===== src/rtl/id_decode_pipe.sv =====
// ARM instruction-decode stage with register file, write-back bypass, condition check,
// RAW/load-use hazard detection and the ID/EXE pipeline register.
module id_decode_pipe #(
  parameter int DATA_W   = 32,
  parameter int NUM_REGS = 15,
  parameter bit FWD_EN   = 1'b0
) (
  input  logic              clk,
  input  logic              rst,
  input  logic [DATA_W-1:0] pc_in,
  input  logic [31:0]       instruction,
  input  logic [3:0]        sr,
  input  logic              wb_en_in,
  input  logic [3:0]        wb_dest,
  input  logic [DATA_W-1:0] wb_value,
  input  logic [3:0]        exe_dest,
  input  logic              exe_wb_en,
  input  logic              exe_mem_r_en,
  input  logic [3:0]        mem_dest,
  input  logic              mem_wb_en,
  input  logic              freeze,
  input  logic              flush,
  output logic              hazard,
  output logic              two_src,
  output logic              valid,
  output logic              wb_en,
  output logic              mem_r_en,
  output logic              mem_w_en,
  output logic              b,
  output logic              s,
  output logic              imm,
  output logic [3:0]        exe_cmd,
  output logic [DATA_W-1:0] val_rn,
  output logic [DATA_W-1:0] val_rm,
  output logic [DATA_W-1:0] pc,
  output logic [11:0]       shift_operand,
  output logic [23:0]       signed_imm_24,
  output logic [3:0]        dest,
  output logic [3:0]        src1,
  output logic [3:0]        src2
);

  localparam logic [3:0] OP_AND = 4'b0000;
  localparam logic [3:0] OP_EOR = 4'b0001;
  localparam logic [3:0] OP_SUB = 4'b0010;
  localparam logic [3:0] OP_ADD = 4'b0100;
  localparam logic [3:0] OP_ADC = 4'b0101;
  localparam logic [3:0] OP_SBC = 4'b0110;
  localparam logic [3:0] OP_TST = 4'b1000;
  localparam logic [3:0] OP_CMP = 4'b1010;
  localparam logic [3:0] OP_ORR = 4'b1100;
  localparam logic [3:0] OP_MOV = 4'b1101;
  localparam logic [3:0] OP_MVN = 4'b1111;
  localparam logic [4:0] NUM_REGS_5 = 5'(NUM_REGS);

  typedef struct packed {
    logic              valid;
    logic              wb_en;
    logic              mem_r_en;
    logic              mem_w_en;
    logic              b;
    logic              s;
    logic              imm;
    logic [3:0]        exe_cmd;
    logic [DATA_W-1:0] val_rn;
    logic [DATA_W-1:0] val_rm;
    logic [DATA_W-1:0] pc;
    logic [11:0]       shift_operand;
    logic [23:0]       signed_imm_24;
    logic [3:0]        dest;
    logic [3:0]        src1;
    logic [3:0]        src2;
  } id_exe_t;

  function automatic logic cond_check(input logic [3:0] cond, input logic [3:0] flags);
    logic n, z, c, v, pass;
    {n, z, c, v} = flags;
    case (cond)
      4'b0000: pass = z;
      4'b0001: pass = ~z;
      4'b0010: pass = c;
      4'b0011: pass = ~c;
      4'b0100: pass = n;
      4'b0101: pass = ~n;
      4'b0110: pass = v;
      4'b0111: pass = ~v;
      4'b1000: pass = c & ~z;
      4'b1001: pass = ~c | z;
      4'b1010: pass = (n == v);
      4'b1011: pass = (n != v);
      4'b1100: pass = ~z & (n == v);
      4'b1101: pass = z | (n != v);
      4'b1110: pass = 1'b1;
      default: pass = 1'b0;
    endcase
    return pass;
  endfunction

  // Addresses outside the file read zero; a same-cycle write to the address wins.
  function automatic logic [DATA_W-1:0] read_reg(input logic [DATA_W-1:0] rf [NUM_REGS],
                                                 input logic [3:0] addr,
                                                 input logic wr_ok,
                                                 input logic [3:0] wr_addr,
                                                 input logic [DATA_W-1:0] wr_data);
    logic [DATA_W-1:0] val;
    val = '0;
    for (int i = 0; i < NUM_REGS; i++) begin
      val = (addr == 4'(i)) ? rf[i] : val;
    end
    return (wr_ok && (wr_addr == addr)) ? wr_data : val;
  endfunction

  logic [DATA_W-1:0] regs_r [NUM_REGS];
  id_exe_t           id_exe_r;
  id_exe_t           dec_s;
  logic [3:0]        cond_s, opcode_s, rn_s, rd_s, rm_s, src2_s, cmd_s;
  logic [1:0]        mode_s;
  logic              imm_s, s_bit_s;
  logic              ctl_wb_s, ctl_mr_s, ctl_mw_s, ctl_b_s, ctl_s_s;
  logic              use1_s, exe_match_s, mem_match_s, raw_s, cond_ok_s, wb_ok_s;
  logic [DATA_W-1:0] rd_rn_s, rd_rm_s;

  assign cond_s   = instruction[31:28];
  assign mode_s   = instruction[27:26];
  assign imm_s    = instruction[25];
  assign opcode_s = instruction[24:21];
  assign s_bit_s  = instruction[20];
  assign rn_s     = instruction[19:16];
  assign rd_s     = instruction[15:12];
  assign rm_s     = instruction[3:0];

  // Control decode from mode/opcode/S.
  always_comb begin
    cmd_s    = 4'b0000;
    ctl_wb_s = 1'b0;
    ctl_mr_s = 1'b0;
    ctl_mw_s = 1'b0;
    ctl_b_s  = 1'b0;
    ctl_s_s  = 1'b0;
    case (mode_s)
      2'b00: begin
        case (opcode_s)
          OP_MOV:  begin cmd_s = 4'b0001; ctl_wb_s = 1'b1; ctl_s_s = s_bit_s; end
          OP_MVN:  begin cmd_s = 4'b1001; ctl_wb_s = 1'b1; ctl_s_s = s_bit_s; end
          OP_ADD:  begin cmd_s = 4'b0010; ctl_wb_s = 1'b1; ctl_s_s = s_bit_s; end
          OP_ADC:  begin cmd_s = 4'b0011; ctl_wb_s = 1'b1; ctl_s_s = s_bit_s; end
          OP_SUB:  begin cmd_s = 4'b0100; ctl_wb_s = 1'b1; ctl_s_s = s_bit_s; end
          OP_SBC:  begin cmd_s = 4'b0101; ctl_wb_s = 1'b1; ctl_s_s = s_bit_s; end
          OP_AND:  begin cmd_s = 4'b0110; ctl_wb_s = 1'b1; ctl_s_s = s_bit_s; end
          OP_ORR:  begin cmd_s = 4'b0111; ctl_wb_s = 1'b1; ctl_s_s = s_bit_s; end
          OP_EOR:  begin cmd_s = 4'b1000; ctl_wb_s = 1'b1; ctl_s_s = s_bit_s; end
          OP_CMP:  begin cmd_s = 4'b0100; ctl_s_s = 1'b1; end
          OP_TST:  begin cmd_s = 4'b0110; ctl_s_s = 1'b1; end
          default: cmd_s = 4'b0000;
        endcase
      end
      2'b01: begin
        cmd_s = 4'b0010;
        if (s_bit_s) begin
          ctl_wb_s = 1'b1;
          ctl_mr_s = 1'b1;
        end else begin
          ctl_mw_s = 1'b1;
        end
      end
      2'b10:   ctl_b_s = 1'b1;
      default: cmd_s = 4'b0000;
    endcase
  end

  assign src2_s    = ctl_mw_s ? rd_s : rm_s;
  assign two_src   = ctl_mw_s | ~imm_s;
  assign cond_ok_s = cond_check(cond_s, sr);
  assign wb_ok_s   = wb_en_in && ({1'b0, wb_dest} < NUM_REGS_5);
  assign rd_rn_s   = read_reg(regs_r, rn_s, wb_ok_s, wb_dest, wb_value);
  assign rd_rm_s   = read_reg(regs_r, src2_s, wb_ok_s, wb_dest, wb_value);

  // MOV/MVN and branches ignore rn, so they cannot conflict through src1.
  assign use1_s      = (mode_s != 2'b10) &&
                       !((mode_s == 2'b00) && ((opcode_s == OP_MOV) || (opcode_s == OP_MVN)));
  assign exe_match_s = (use1_s && (rn_s == exe_dest)) || (two_src && (src2_s == exe_dest));
  assign mem_match_s = (use1_s && (rn_s == mem_dest)) || (two_src && (src2_s == mem_dest));
  assign raw_s       = FWD_EN ? (exe_mem_r_en && exe_match_s)
                              : ((exe_wb_en && exe_match_s) || (mem_wb_en && mem_match_s));
  assign hazard      = raw_s && !flush;

  // Decoded ID/EXE payload for the current instruction.
  always_comb begin
    dec_s               = '0;
    dec_s.valid         = 1'b1;
    dec_s.wb_en         = ctl_wb_s;
    dec_s.mem_r_en      = ctl_mr_s;
    dec_s.mem_w_en      = ctl_mw_s;
    dec_s.b             = ctl_b_s;
    dec_s.s             = ctl_s_s;
    dec_s.imm           = imm_s;
    dec_s.exe_cmd       = cmd_s;
    dec_s.val_rn        = rd_rn_s;
    dec_s.val_rm        = rd_rm_s;
    dec_s.pc            = pc_in;
    dec_s.shift_operand = instruction[11:0];
    dec_s.signed_imm_24 = instruction[23:0];
    dec_s.dest          = rd_s;
    dec_s.src1          = rn_s;
    dec_s.src2          = src2_s;
  end

  // Register file write port; independent of freeze and flush.
  always_ff @(posedge clk or posedge rst) begin
    if (rst) begin
      for (int i = 0; i < NUM_REGS; i++) regs_r[i] <= '0;
    end else if (wb_ok_s) begin
      for (int i = 0; i < NUM_REGS; i++) begin
        if (wb_dest == 4'(i)) regs_r[i] <= wb_value;
      end
    end
  end

  // ID/EXE register: freeze holds, flush/hazard/failed condition inject a bubble.
  always_ff @(posedge clk or posedge rst) begin
    if (rst) begin
      id_exe_r <= '0;
    end else if (freeze) begin
      id_exe_r <= id_exe_r;
    end else if (flush || hazard || !cond_ok_s) begin
      id_exe_r <= '0;
    end else begin
      id_exe_r <= dec_s;
    end
  end

  assign {valid, wb_en, mem_r_en, mem_w_en, b, s, imm, exe_cmd, val_rn, val_rm, pc,
          shift_operand, signed_imm_24, dest, src1, src2} = id_exe_r;

endmodule

===== config.mk =====
export PLATFORM = sky130hd
export DESIGN_NAME = id_decode_pipe
export DESIGN_NICKNAME = d
export VERILOG_FILES = /design/src/rtl/id_decode_pipe.sv
export SDC_FILE = /design/constraint.sdc
export NUM_CORES = 2
export LEC_CHECK = 0
export CORE_UTILIZATION = 45
export DETAILED_ROUTE_END_ITERATION = 10
export PLACE_DENSITY = 0.65
export SYNTH_ARGS = -nofsm -noshare
export SYNTH_HDL_FRONTEND = slang
export SYNTH_SLANG_ARGS = --single-unit
export TNS_END_PERCENT = 1

===== constraint.sdc =====
create_clock -name clk -period 46 [get_ports clk]
set_input_delay 9.2 -clock clk [delete_from_list [all_inputs] [get_ports clk]]
set_output_delay 9.2 -clock clk [all_outputs]
set_load 0.01 [all_outputs]

==> metrics.txt <==
Slew @ Worst Pin 1.44 ns; Fmax 45.5 MHz; main flop type after synthesis dfrtp_1; Post-CTS Hold Buffers 0; Yosys warnings 0; initial drt markers 4301; Sw Ratio 0.299; Max-Cap Viols 0; simple-gate share of the synthesized area 0.0699; Hold/Removal Path Class register to register; slowest stage cell, crit path or3b_4; Post-synth EDFFs 0; Die X 269 um; Worst slew margin 0.0375; Routed WL per cell 33.1 um; RSZ-0062 raised after global routing false; initial antenna violation count 6; H-tree depth 3; worst endpoint required time 36.80 ns; Synth top area share 0.481; CP Capture Type output pin; largest family of logic cells by synthesized area multiplexers; hold path depth 2; GP Congestion 0.912; Pins Over Slew Limit 0; Combinational Power Share 0.200; Mapped Cells 2820; Port Buffers 275; CTS Buf Count 66; Worst path top cell family by delay simple AND/OR/NAND/NOR gates; P per Cell Area 42.3 mW/mm2; Hold Path Origin val_rn[0]; Avg Cell Area, Syn 11.3 um2; CORE AREA 0.0701 mm2; post-route DRC violation count 0; die area just over 0.07 mm2; Reg clk slew, reported paths 0.06 ns; post-synthesis mux area share 0.217; synth unique cells 75; WHS Endpoint val_rn[0]; total track usage 0.356; period utilization 0.477; fin crit period 21.96 ns; final setup violating endpoints 0; first-pass GRT wire length 186 mm; # clock sinks 615; Total Wirelength roughly 130 mm; r2r setup slk 43.48 ns; Initial Util 0.456; postcts setup bufs 0; worst clock skew 0.0218 ns; Antenna Nets Post-Route 0; layout cells sized above 1 0.260; CTS resizes 0; leak pwr around 15 nW; final hold vios 0; R2R cell count 7; WP data arrival approximately 13 ns; Clock Power Share 0.336; Mapped Area about 0.032 mm2; Crit path top cell by count clkdlybuf4s50_1; RR Startpoint regs_r[366]; Synth Register Bits roughly 600; worst vdd ir 0.0000268 V; largest net degree at the start of global routing 103; Post-Synth Adder-Cell Area 0; GRT overflow 0; setup TNS 0 ns; Via density 7.00; Placed Cells 3830; kind of critical path input port to output pin; Worst-Skew Late Latency 0.63 ns; DP HPWL 75.7 mm; first-pass iteration count of the detailed router 6; top cells by area, synth dfrtp_1 (48%), mux2_2 (18%), a22o_1 (2.9%); Vert. Die Dim 269 um; most frequent cells after synthesis dfrtp_1 (615), mux2_2 (499), clkbuf_1 (181); P&R area growth vs syn 17.5%; crit start category input port; CP max FO a little under 50; Layout Cells excl Fill 3945; Critical path buffers and inverters 2; Syn Nets 2940; CP cell instances clkdlybuf4s50_1 > or3b_4 > mux2i_4 > o221ai_1 > a211oi_1 > nor3_2 > nor2_1 > clkdlybuf4s50_1; vias in the first global route between 20000 and 30000; Core Rows 97; Layout Nets 3078; P_sw 0.000474 W; CTS tree done; clock root cell clkbuf_16; P_int around 0.0011 W; area leader, netlist dfrtp_1; Clock Tree Buf Depth 3; Seq/Total Area, Yosys 0.481; share of total power in sequential cells 0.464; asr flop ratio synth 1.00; IO Pins 277; Vias ~28000; most frequent cell after synthesis dfrtp_1; slowest stage delay, CP approximately 0.96 ns; Synth Area in Compound Gates 0.184; RR Endpoint val_rn[14]; XOR/XNOR Fraction of Synth Area 0.00630; outcome finished clean
-- worst max-delay path by stage --
stage,startpoint,endpoint,slack [ns],cells after the start
2_1_floorplan,rst,b,19.58,1
3_3_place_gp,instruction[20],hazard,24.09,8
3_5_place_dp,instruction[26],hazard,24.07,8
4_1_cts,instruction[26],hazard,24.08,8
5_1_grt,instruction[20],hazard,23.88,8
6_report,instruction[26],hazard,24.04,8
-- per-stage QoR --
| step | hold WS (ns) | utilization | setup slack (ns) | instance area, um2 | total power (W) |
|---|---|---|---|---|---|
| CTS | 0.480 | 0.536 | 24.08 | 37600 | 0.00158 |
| detailed placement | 0.467 | 0.506 | 24.07 | 35500 | 0.00105 |
| global route | 0.502 | 0.536 | 23.88 | 37600 | 0.00164 |
| finish | 0.475 | 0.536 | 24.04 | 37600 | 0.00159 |
| global placement | 0.460 | 0.506 | 24.09 | 35500 | 0.00103 |
| floorplan | 0.479 | - | 19.58 | 32000 | 0.000925 |
-- power by group through the flow --
stage	clock [W]	combinational, W	sequential (W)
final	0.000534	0.000318	0.000737
after global routing	0.000558	0.000336	0.000748
after CTS	0.000537	0.000312	0.000731
after detailed placement	0	0.000311	0.000740
after global placement	0	0.000301	0.000732
after floorplan	0	0.000205	0.000720
-- final cells by class --
cell class / count / area [um2]
Fill cell: 6023 / 32600
Clock buffer: 96 / 1900
Tap cell: 940 / 1180
Sequential cell: 615 / 15400
Multi-Input combinational cell: 1898 / 15500
Clock inverter: 15 / 191
Antenna cell: 4 / 10.0
Timing Repair Buffer: 353 / 3330
Inverter: 24 / 97.6
-- logic make-up (layout without fill, tap and decap cells) --
kind of cell	after synthesis	count (layout)
AOI/OAI and AO/OA	822	822
xor gates and xnor gates	23	23
buffers and inverters	307	488
DFF	615	615
muxes	580	580
other	0	4
and+or+nand+nor	473	473
-- layout by cell type, fill, tap and decap left out, types with 34 or more instances in the layout --
cell type,instances
o221ai_1,34
dfrtp_1,615
a22o_1,106
o22ai_1,61
clkbuf_16,66
a21oi_1,110
a22oi_1,68
mux2_2,499
nand2_1,151
nor2_1,147
a221oi_1,66
o21ai_0,175
clkdlybuf4s50_1,270
buf_4,80
-- worst reg2reg max path, cell delays in order, from the launching register on --
cell and delay, ns:
dfrtp_1 0.39, mux4_2 0.47, nand2_1 0.07, o21ai_0 0.15, a221oi_1 0.37, a2bb2oi_1 0.20
o21ai_0 0.39, a22o_1 0.37
-- flip-flops by register name, summed over array words and instances, names as in the netlist, 4 cells and up --
name,flops
signed_imm_24,13
regs_r,480
exe_cmd,4
val_rn,32
src2,4
shift_operand,11
pc,32
val_rm,32
-- routing by layer --
metal / routed length (um) / up-vias / share of wire / GRT usage
li1: - / 11000 / - / -
met1: 47300 / 13900 / 0.36 / 0.448
met2: 57500 / 2089 / 0.44 / 0.536
met3: 16400 / 534 / 0.13 / 0.0974
met4: 9310 / 4 / 0.071 / 0.240
met5: 24 / - / 0.00018 / 0
(Power assumes the default switching activity.)
